## src/rtl/uart_tx_arbiter.sv

```systemverilog
// Round-robin arbiter that shares one 8N1 UART transmitter between N_REQ byte
// sources, sequencing the transmitter's senddata/txdone handshake per byte.
module uart_tx_arbiter #(
  parameter int N_REQ   = 4,
  parameter int TIMEOUT = 16,
  parameter int IDW     = (N_REQ > 1) ? $clog2(N_REQ) : 1
) (
  input  logic               clk,
  input  logic               rst,
  input  logic               enable,
  input  logic [N_REQ-1:0]   req_valid,
  input  logic [8*N_REQ-1:0] req_data,
  output logic [N_REQ-1:0]   req_ready,
  output logic               uart_en,
  output logic               uart_senddata,
  output logic [7:0]         uart_txbyte,
  input  logic               uart_txdone,
  output logic               busy,
  output logic [IDW-1:0]     grant_id,
  output logic               done,
  output logic               timeout_err,
  output logic [15:0]        sent_count
);

  localparam int CW = (TIMEOUT > 2) ? $clog2(TIMEOUT) : 1;

  typedef enum logic [1:0] {S_IDLE, S_LOAD, S_SEND, S_WAIT} state_t;

  state_t             state_q, state_d;
  logic [IDW-1:0]     rr_ptr_q, rr_ptr_d;
  logic [IDW-1:0]     grant_q, grant_d;
  logic [CW-1:0]      cnt_q, cnt_d;
  logic [N_REQ-1:0]   ready_q, ready_d;
  logic               en_q, en_d;
  logic               send_q, send_d;
  logic [7:0]         txbyte_q, txbyte_d;
  logic               busy_q, busy_d;
  logic               done_q, done_d;
  logic               terr_q, terr_d;
  logic [15:0]        count_q, count_d;
  logic               win_found;
  logic [IDW-1:0]     win_idx;

  // Two passes: first valid at or above rr_ptr, otherwise first valid overall.
  always_comb begin
    win_found = 1'b0;
    win_idx   = '0;
    for (int unsigned i = 0; i < N_REQ; i++) begin
      if (!win_found && req_valid[i] && (i >= 32'(rr_ptr_q))) begin
        win_found = 1'b1;
        win_idx   = IDW'(i);
      end
    end
    for (int unsigned i = 0; i < N_REQ; i++) begin
      if (!win_found && req_valid[i]) begin
        win_found = 1'b1;
        win_idx   = IDW'(i);
      end
    end
  end

  always_ff @(posedge clk or posedge rst) begin
    if (rst) begin
      state_q  <= S_IDLE;
      rr_ptr_q <= '0;
      grant_q  <= '0;
      cnt_q    <= '0;
      ready_q  <= '0;
      en_q     <= 1'b0;
      send_q   <= 1'b0;
      txbyte_q <= '0;
      busy_q   <= 1'b0;
      done_q   <= 1'b0;
      terr_q   <= 1'b0;
      count_q  <= '0;
    end else begin
      state_q  <= state_d;
      rr_ptr_q <= rr_ptr_d;
      grant_q  <= grant_d;
      cnt_q    <= cnt_d;
      ready_q  <= ready_d;
      en_q     <= en_d;
      send_q   <= send_d;
      txbyte_q <= txbyte_d;
      busy_q   <= busy_d;
      done_q   <= done_d;
      terr_q   <= terr_d;
      count_q  <= count_d;
    end
  end

  always_comb begin
    state_d = state_q;
    case (state_q)
      S_IDLE: if (enable && win_found) state_d = S_LOAD;
      S_LOAD: state_d = S_SEND;
      S_SEND: begin
        if (!uart_txdone) state_d = S_WAIT;
        else if (cnt_q == CW'(TIMEOUT - 1)) state_d = S_IDLE;
      end
      S_WAIT: if (uart_txdone) state_d = S_IDLE;
      default: state_d = S_IDLE;
    endcase
    if (!enable) state_d = S_IDLE;
  end

  // Registered outputs are computed one cycle ahead so they line up with state_q.
  always_comb begin
    rr_ptr_d = rr_ptr_q;
    grant_d  = grant_q;
    cnt_d    = cnt_q;
    ready_d  = '0;
    en_d     = enable;
    send_d   = 1'b0;
    txbyte_d = txbyte_q;
    busy_d   = (state_d != S_IDLE);
    done_d   = 1'b0;
    terr_d   = 1'b0;
    count_d  = count_q;
    if (enable) begin
      case (state_q)
        S_IDLE: begin
          if (win_found) begin
            grant_d          = win_idx;
            ready_d[win_idx] = 1'b1;
          end
        end
        S_LOAD: begin
          txbyte_d = req_data[{grant_q, 3'b000} +: 8];
          rr_ptr_d = (32'(grant_q) == N_REQ - 1) ? '0 : grant_q + 1'b1;
          send_d   = 1'b1;
          cnt_d    = '0;
        end
        S_SEND: begin
          cnt_d = cnt_q + 1'b1;
          if (uart_txdone) begin
            if (cnt_q == CW'(TIMEOUT - 1)) terr_d = 1'b1;
            else send_d = 1'b1;
          end
        end
        S_WAIT: begin
          if (uart_txdone) begin
            done_d  = 1'b1;
            count_d = count_q + 1'b1;
          end
        end
        default: ;
      endcase
    end
  end

  assign req_ready     = ready_q;
  assign uart_en       = en_q;
  assign uart_senddata = send_q;
  assign uart_txbyte   = txbyte_q;
  assign busy          = busy_q;
  assign grant_id      = grant_q;
  assign done          = done_q;
  assign timeout_err   = terr_q;
  assign sent_count    = count_q;

endmodule

```

## config.mk

```make
export PLATFORM = sky130hd
export DESIGN_NAME = uart_tx_arbiter
export DESIGN_NICKNAME = d
export VERILOG_FILES = /design/src/rtl/uart_tx_arbiter.sv
export SDC_FILE = /design/constraint.sdc
export NUM_CORES = 1
export LEC_CHECK = 0
export CORE_MARGIN = 2
export CORE_UTILIZATION = 45
export DETAILED_ROUTE_END_ITERATION = 12
export GPL_ROUTABILITY_DRIVEN = 1
export PLACE_DENSITY = 0.8
export SETUP_SLACK_MARGIN = 0.02
export SLEW_MARGIN = 20
export SYNTH_ARGS = -nofsm -noshare
export SYNTH_HDL_FRONTEND = slang
export SYNTH_SLANG_ARGS = --single-unit
```

## constraint.sdc

```tcl
create_clock -name clk -period 1.93 [get_ports clk]
set_clock_uncertainty 0.05 [all_clocks]
set_input_delay 0.386 -clock clk [delete_from_list [all_inputs] [get_ports clk]]
set_output_delay 0.386 -clock clk [all_outputs]
set_load 0.01 [all_outputs]
```

==> results.sh, run 1 <==
export IMPL_status="finished, final reports clean"
export IMPL_p_int_mw=2.14
export IMPL_cp_required_ns=2.06
export IMPL_cts_root_buf="clkbuf_8"
export IMPL_path_max_fanout=11
export IMPL_critPathKind="reg2reg"
export IMPL_reg2reg_from="state_q[0]$_DFF_PP0_"
export IMPL_antenna_found_initial=0
export IMPL_p_total_mw=3.10
export IMPL_synthCells=179
export IMPL_drtAntennaViolNets=0
export IMPL_maxSlewHeadroom_pct=74.7
export IMPL_fin_crit_ns=1.79
export IMPL_coreArea_um2=4690
export IMPL_min_path_type="in2async"
export IMPL_drtIter0Drc=69
export IMPL_setup_viol=0
export IMPL_hpwl_um=3690
export IMPL_rsz0062_at_grt="no"
export IMPL_end_kind="flop"
export IMPL_initial_core_util_pct=46.1
export IMPL_switching_share_pct=31.0
export IMPL_viasPerCell=5.35
export IMPL_pwr_density_cell_nw_per_um2=959
export IMPL_cts_path_max_buffers=2
export IMPL_rows=25
export IMPL_max_cap_viol_count=0
export IMPL_ir_worst_vdd_v=0.000593
export IMPL_syn_to_final_growth_pct=49.2
export IMPL_synth_edf_count=0
export IMPL_hold_viol=0
export IMPL_yosysWarnings=0
export IMPL_drive_above_1_share_pct=21.2
export IMPL_ys_seq_elements=43
export IMPL_worst_slew_pin_slew_ns=0.376
export IMPL_ys_flop_type="dfrtp_1"
export IMPL_cts_tree="done"
export IMPL_netlist_top_cells_area="dfrtp_1 (50%), mux4_2 (8.3%), mux2_2 (5.2%)"
export IMPL_yosys_area_top_type="dfrtp_1"
export IMPL_grt_use_total_pct=19.9
export IMPL_slowest_delay_ns=0.43
export IMPL_routed_wirelength_um=4730
export IMPL_clock_sinks=43
export IMPL_multi_input_area_um2=1070
export IMPL_worstRegToRegCells=7
export IMPL_port_buffers=74
export IMPL_reg2reg_slack_ns=0.14
export IMPL_syn_cell_area_um2=2160
export IMPL_die_h_um=73.4
export IMPL_ys_seq_area_share_pct=49.7
export IMPL_diodes=0
export IMPL_p_clk_share_pct=18.6
export IMPL_drc=0
export IMPL_pwr_share_seq_pct=39.6
export IMPL_p_sw_mw=0.961
export IMPL_cp_data_arrival_time_ns=1.92
export IMPL_firstDrtPassIters=4
export IMPL_start_kind="flop"
export IMPL_r2r_end="busy$_DFF_PP0_"
export IMPL_fill_cells=352
export IMPL_clk_latency_ns=0.29
export IMPL_place_area_um2=3100
export IMPL_postSynthAreaPerCell_um2=12.1
export IMPL_synth_top_area_share_pct=49.7
export IMPL_slowest_stage="dfrtp_2"
export IMPL_ctsHoldBuffers=0
export IMPL_final_nets=319
export IMPL_drv_slew=0
export IMPL_p_comb_share_pct=41.9
export IMPL_numCtsBuffers=5
export IMPL_grt_pass1_vias=1783
export IMPL_leakagePower_nw=1.43
export IMPL_synthArstFlopShare_pct=100
export IMPL_dieArea_um2=5380
export IMPL_ys_types=43
export IMPL_grt_pass1_wl_um=8240
export IMPL_stdcell_area_um2=3230
export IMPL_fin_crit_sh_pct=92.8
export IMPL_pin_count=75
export IMPL_vias=1748
export IMPL_grt_overflow=0
export IMPL_crit_path_cell_trace="inv_1, ha_1, buf_4, and2b_1, o21bai_1, a31oi_1, or2_2"
export IMPL_synth_nets=226
export IMPL_htreeDepth=2
export IMPL_die_w_um=73.4
export IMPL_cts_clk_slew_worst_paths_ns=0.09
export IMPL_post_drt_wl_per_cell_um=14.5
export IMPL_seq_area_um2=1080
export IMPL_timing_fmax_mhz=558
export IMPL_grt_max_degree=44
export IMPL_gp_congestion=0.823
-- state kept, by name (all words and copies together), names as in the netlist --
signal	cells
cnt_q	4
state_q	2
req_ready	4
uart_senddata	1
uart_en	1
timeout_err	1
grant_id	2
busy	1
done	1
uart_txbyte	8
rr_ptr_q	2
sent_count	16
-- worst max-delay path: cells and delay by family (launching register included) --
kind | cells | cell delay (ns)
flip-flops | 1 | 0.43
adder cells (fa/ha/maj) | 1 | 0.23
buffers and inverters | 2 | 0.28
AND/OR/NAND/NOR | 2 | 0.44
AO/OA/AOI/OAI | 2 | 0.24
-- through the flow --
| stage | setup WS (ns) | util, % | setup TNS (ns) | std cells | hold WS (ns) |
|---|---|---|---|---|---|
| finish | 0.138 | 68.9 | 0 | 327 | 0.404 |
| global route | 0.0458 | 68.9 | 0 | 327 | 0.410 |
| CTS | 0.0274 | 68.1 | 0 | 327 | 0.409 |
| detailed placement | -0.139 | 66.1 | -0.505 | 319 | 0.430 |
| global placement | -0.0725 | 66.1 | -0.225 | 319 | 0.419 |
| floorplan | 0.285 | - | 0 | 179 | 0.367 |
-- power by group through the flow --
stage          registers, mW  clock network [mW]  logic [mW]
3_5_place_dp            1.24                   0        1.27
2_1_floorplan           1.27                   0       0.623
4_1_cts                 1.22               0.594        1.27
6_report                1.23               0.576        1.30
3_3_place_gp            1.23                   0        1.24
5_1_grt                 1.25               0.640        1.41
-- layout make-up --
class	count	share of cell area [%]
multi-input combinational	124	33.1
sequential	43	33.4
tap	54	2.09
clock buffer	5	2.13
clock inverter	3	0.775
inverter	7	0.852
timing repair buffer	91	27.7
-- layer usage --
layer  up-vias  GRT usage, %  share of wire (%)
met5         -             0                  0
met4         0          7.68                1.8
met3        10          4.94                4.5
met2        50          31.9                 49
met1       858          26.0                 44
li1        830             -                  -
-- worst max path at each step --
stage                                     from                endpoint  slack, ns  cells after the start
after floorplan           state_q[0]$_DFF_PP0_          busy$_DFF_PP0_       0.29                      7
after global placement            req_valid[0]          busy$_DFF_PP0_      -0.07                      5
after detailed placement          req_valid[0]          busy$_DFF_PP0_      -0.14                      5
after CTS                 state_q[0]$_DFF_PP0_  req_ready[3]$_DFF_PP0_       0.03                      6
after global routing      state_q[0]$_DFF_PP0_          busy$_DFF_PP0_       0.05                      7
final                     state_q[0]$_DFF_PP0_          busy$_DFF_PP0_       0.14                      7
-- synth_stat cells (2+ instances only) --
master / number
clkbuf_1: 2
and3_1: 5
a21o_1: 2
nand2b_1: 2
xnor2_1: 8
nand2_1: 16
o31ai_1: 2
dfrtp_1: 43
a31oi_1: 2
buf_2: 3
o21ai_0: 4
a21oi_1: 3
xor2_1: 7
nor2b_1: 3
nor2_1: 8
nand3_1: 9
nor3_1: 3
ha_1: 7
o21bai_1: 2
inv_1: 6
nand4_1: 4
mux2_2: 10
mux4_2: 8
-- placed cells by master, fill, tap and decap left out, types with 3 or more instances in the layout --
| cell type | n |
|---|---|
| and3_1 | 5 |
| mux2_2 | 10 |
| buf_4 | 15 |
| ha_1 | 6 |
| dfrtp_1 | 41 |
| clkbuf_8 | 5 |
| xor2_1 | 7 |
| inv_1 | 6 |
| nor2_1 | 8 |
| clkdlybuf4s50_1 | 74 |
| xnor2_1 | 8 |
| o21ai_0 | 4 |
| nand2_1 | 16 |
| nor2b_1 | 3 |
| nand4_1 | 4 |
| mux4_2 | 8 |
| nand3_1 | 9 |
| a21oi_1 | 3 |
-- timing repair --
| item | 4_1_cts | 5_1_grt |
|---|---|---|
| buffers inserted | 0 | 0 |
| resized for setup | 0 | 8 |
| endpoints found under the setup margin | 0 | 8 |
| hold endpoints to repair | 0 | 0 |
-- logic make-up after synthesis --
family / share of synthesized area, %
buffers and inverters: 2.31
and+or+nand+nor: 16.6
muxes: 14.0
xor gates and xnor gates: 6.07
DFF: 49.7
adders and majority gates: 4.05
AOI/OAI and AO/OA: 7.28
Note: power is estimated with default switching activity, not from simulation.
==> run 2: changes to the inputs <==
--- a/config.mk
+++ b/config.mk
@@ -6,10 +6,11 @@
 export NUM_CORES = 1
 export LEC_CHECK = 0
 export CORE_MARGIN = 2
-export CORE_UTILIZATION = 45
+export CORE_UTILIZATION = 47
+export CTS_BUF_LIST = sky130_fd_sc_hd__clkbuf_4
 export DETAILED_ROUTE_END_ITERATION = 12
 export GPL_ROUTABILITY_DRIVEN = 1
-export PLACE_DENSITY = 0.8
+export PLACE_DENSITY = 0.83
 export SETUP_SLACK_MARGIN = 0.02
 export SLEW_MARGIN = 20
 export SYNTH_ARGS = -nofsm -noshare
==> run 2 against run 1 <==
Against the previous run:
- cell count is the same
- total power is 2.2% higher
- critical endpoint is now sent_count[3]
- setup slack worse by 0.019 ns
==> results.sh, run 2 (same netlist as run 1, synthesis figures left out) <==
export IMPL_dieArea_um2=5160
export IMPL_min_path_type="in2async"
export IMPL_pwr_density_cell_nw_per_um2=985
export IMPL_end_kind="primary output"
export IMPL_fin_crit_ns=1.81
export IMPL_coreArea_um2=4380
export IMPL_finalSetupTns_ns=0
export IMPL_drtAntennaViolNets=0
export IMPL_fin_crit_sh_pct=93.8
export IMPL_post_drt_wl_per_cell_um=14.6
export IMPL_largest_reg_flops=16
export IMPL_start_kind="flop"
export IMPL_syn_to_final_growth_pct=48.6
export IMPL_grt_max_degree=44
export IMPL_vias=1740
export IMPL_ir_worst_vdd_v=0.000806
export IMPL_cp_required_ns=1.49
export IMPL_htreeDepth=2
export IMPL_rsz0062_at_grt="no"
export IMPL_setup_viol=0
export IMPL_drv_slew=0
export IMPL_firstDrtPassIters=4
export IMPL_cts_root_buf="clkbuf_4"
export IMPL_clk_latency_ns=0.35
export IMPL_final_util_pct=73.4
export IMPL_viasPerCell=5.32
export IMPL_crit_path_cell_trace="clkdlybuf4s50_1"
export IMPL_worst_slew_pin_slew_ns=0.413
export IMPL_drtIter0Drc=102
export IMPL_grt_use_total_pct=20.8
export IMPL_routed_wirelength_um=4760
export IMPL_rows=24
export IMPL_antenna_found_initial=0
export IMPL_grt_overflow=0
export IMPL_final_nets=321
export IMPL_hold_viol=0
export IMPL_layout_commonest_cell="clkdlybuf4s50_1"
export IMPL_finalNonFillerCells=327
export IMPL_initial_core_util_pct=49.4
export IMPL_path_max_fanout=6
export IMPL_place_area_um2=3100
export IMPL_clock_sinks=43
export IMPL_layout_common_cells="clkdlybuf4s50_1 (74), dfrtp_1 (40), buf_4 (18), nand2_1 (16), mux2_2 (10)"
export IMPL_maxSlewHeadroom_pct=72.1
export IMPL_leakagePower_nw=1.43
export IMPL_timing_fmax_mhz=552
export IMPL_max_cap_viol_count=0
export IMPL_port_buffers=74
export IMPL_stdcell_area_um2=3220
export IMPL_gp_congestion=0.879
export IMPL_p_total_mw=3.17
export IMPL_cts_tree="done"
export IMPL_cts_path_max_buffers=2
export IMPL_die_h_um=71.9
export IMPL_cp_data_arrival_time_ns=1.37
export IMPL_grt_pass1_wl_um=8360
export IMPL_cts_clk_slew_worst_paths_ns=0.13
export IMPL_drive_above_1_share_pct=20.7
export IMPL_drc=0
export IMPL_hpwl_um=3720
export IMPL_slowest_stage="clkdlybuf4s50_1"
export IMPL_status="finished, final reports clean"
export IMPL_placedCellCount=319
export IMPL_die_w_um=71.9
export IMPL_fill_cells=326
export IMPL_cts_setup_buffers=0
export IMPL_slowest_delay_ns=0.57
export IMPL_pin_count=75
export IMPL_diodes=0
export IMPL_path_buf_inv=1
export IMPL_path_delay_family="buffers and inverters"
export IMPL_pre_cts_slack_ns=-0.178
export IMPL_numCtsBuffers=5
export IMPL_critPathKind="reg2out"
export IMPL_grt_pass1_vias=1806
export IMPL_whs_ns=0.306
export IMPL_reg2reg_slack_ns=0.12
export IMPL_worst_slack_ns=0.119
==> run 2: changes by cell type in the layout (fill, tap and decap cells not counted), moves of 2 or more <==
| cell | change |
|---|---|
| clkbuf_4 | +6 |
| clkbuf_8 | -5 |
| buf_4 | +3 |
| bufinv_16 | +2 |
| clkinv_4 | -2 |
==> run 2: routing by layer <==
metal / GRT usage, % / share of wire [%]
met5: 0 / 0
met4: 7.13 / 1.5
met3: 4.22 / 4.2
met2: 37.1 / 54
met1: 25.1 / 40
==> run 2: area by class of cell <==
| class | count | area [µm²] | share of cell area (%) |
|---|---|---|---|
| Clock inverter | 2 | 60.1 | 1.87 |
| Timing Repair Buffer | 93 | 896 | 27.8 |
| Tap cell | 52 | 65.1 | 2.02 |
| Multi-Input combinational cell | 124 | 1040 | 32.4 |
| Inverter | 7 | 27.5 | 0.856 |
| Sequential cell | 43 | 1080 | 33.6 |
| Clock buffer | 6 | 45.0 | 1.40 |
==> run 2: worst paths after layout <==
check	startpoint	endpoint	depth (start not counted)
max	sent_count[3]$_DFFE_PP0P_	sent_count[3]	1
min	rst	req_ready[1]$_DFF_PP0_	3
max reg2reg	state_q[0]$_DFF_PP0_	busy$_DFF_PP0_	7
min reg2reg	sent_count[15]$_DFFE_PP0P_	sent_count[15]$_DFFE_PP0P_	1
max in group asynchronous	rst	sent_count[2]$_DFFE_PP0P_	3
min in group clk	sent_count[15]$_DFFE_PP0P_	sent_count[15]$_DFFE_PP0P_	1
==> run 2: what timing repair did <==
item / in CTS / in global routing
hold buffers: 0 / 0
setup endpoints to repair: 0 / 4
gates resized for setup: 0 / 4
==> run 2: power breakdown <==
| group | switching (mW) | internal (mW) | total, mW |
|---|---|---|---|
| combinational | 0.503 | 0.756 | 1.26 |
| sequential | 0.126 | 1.08 | 1.20 |
| clock | 0.287 | 0.418 | 0.705 |
| total | 0.915 | 2.25 | 3.17 |
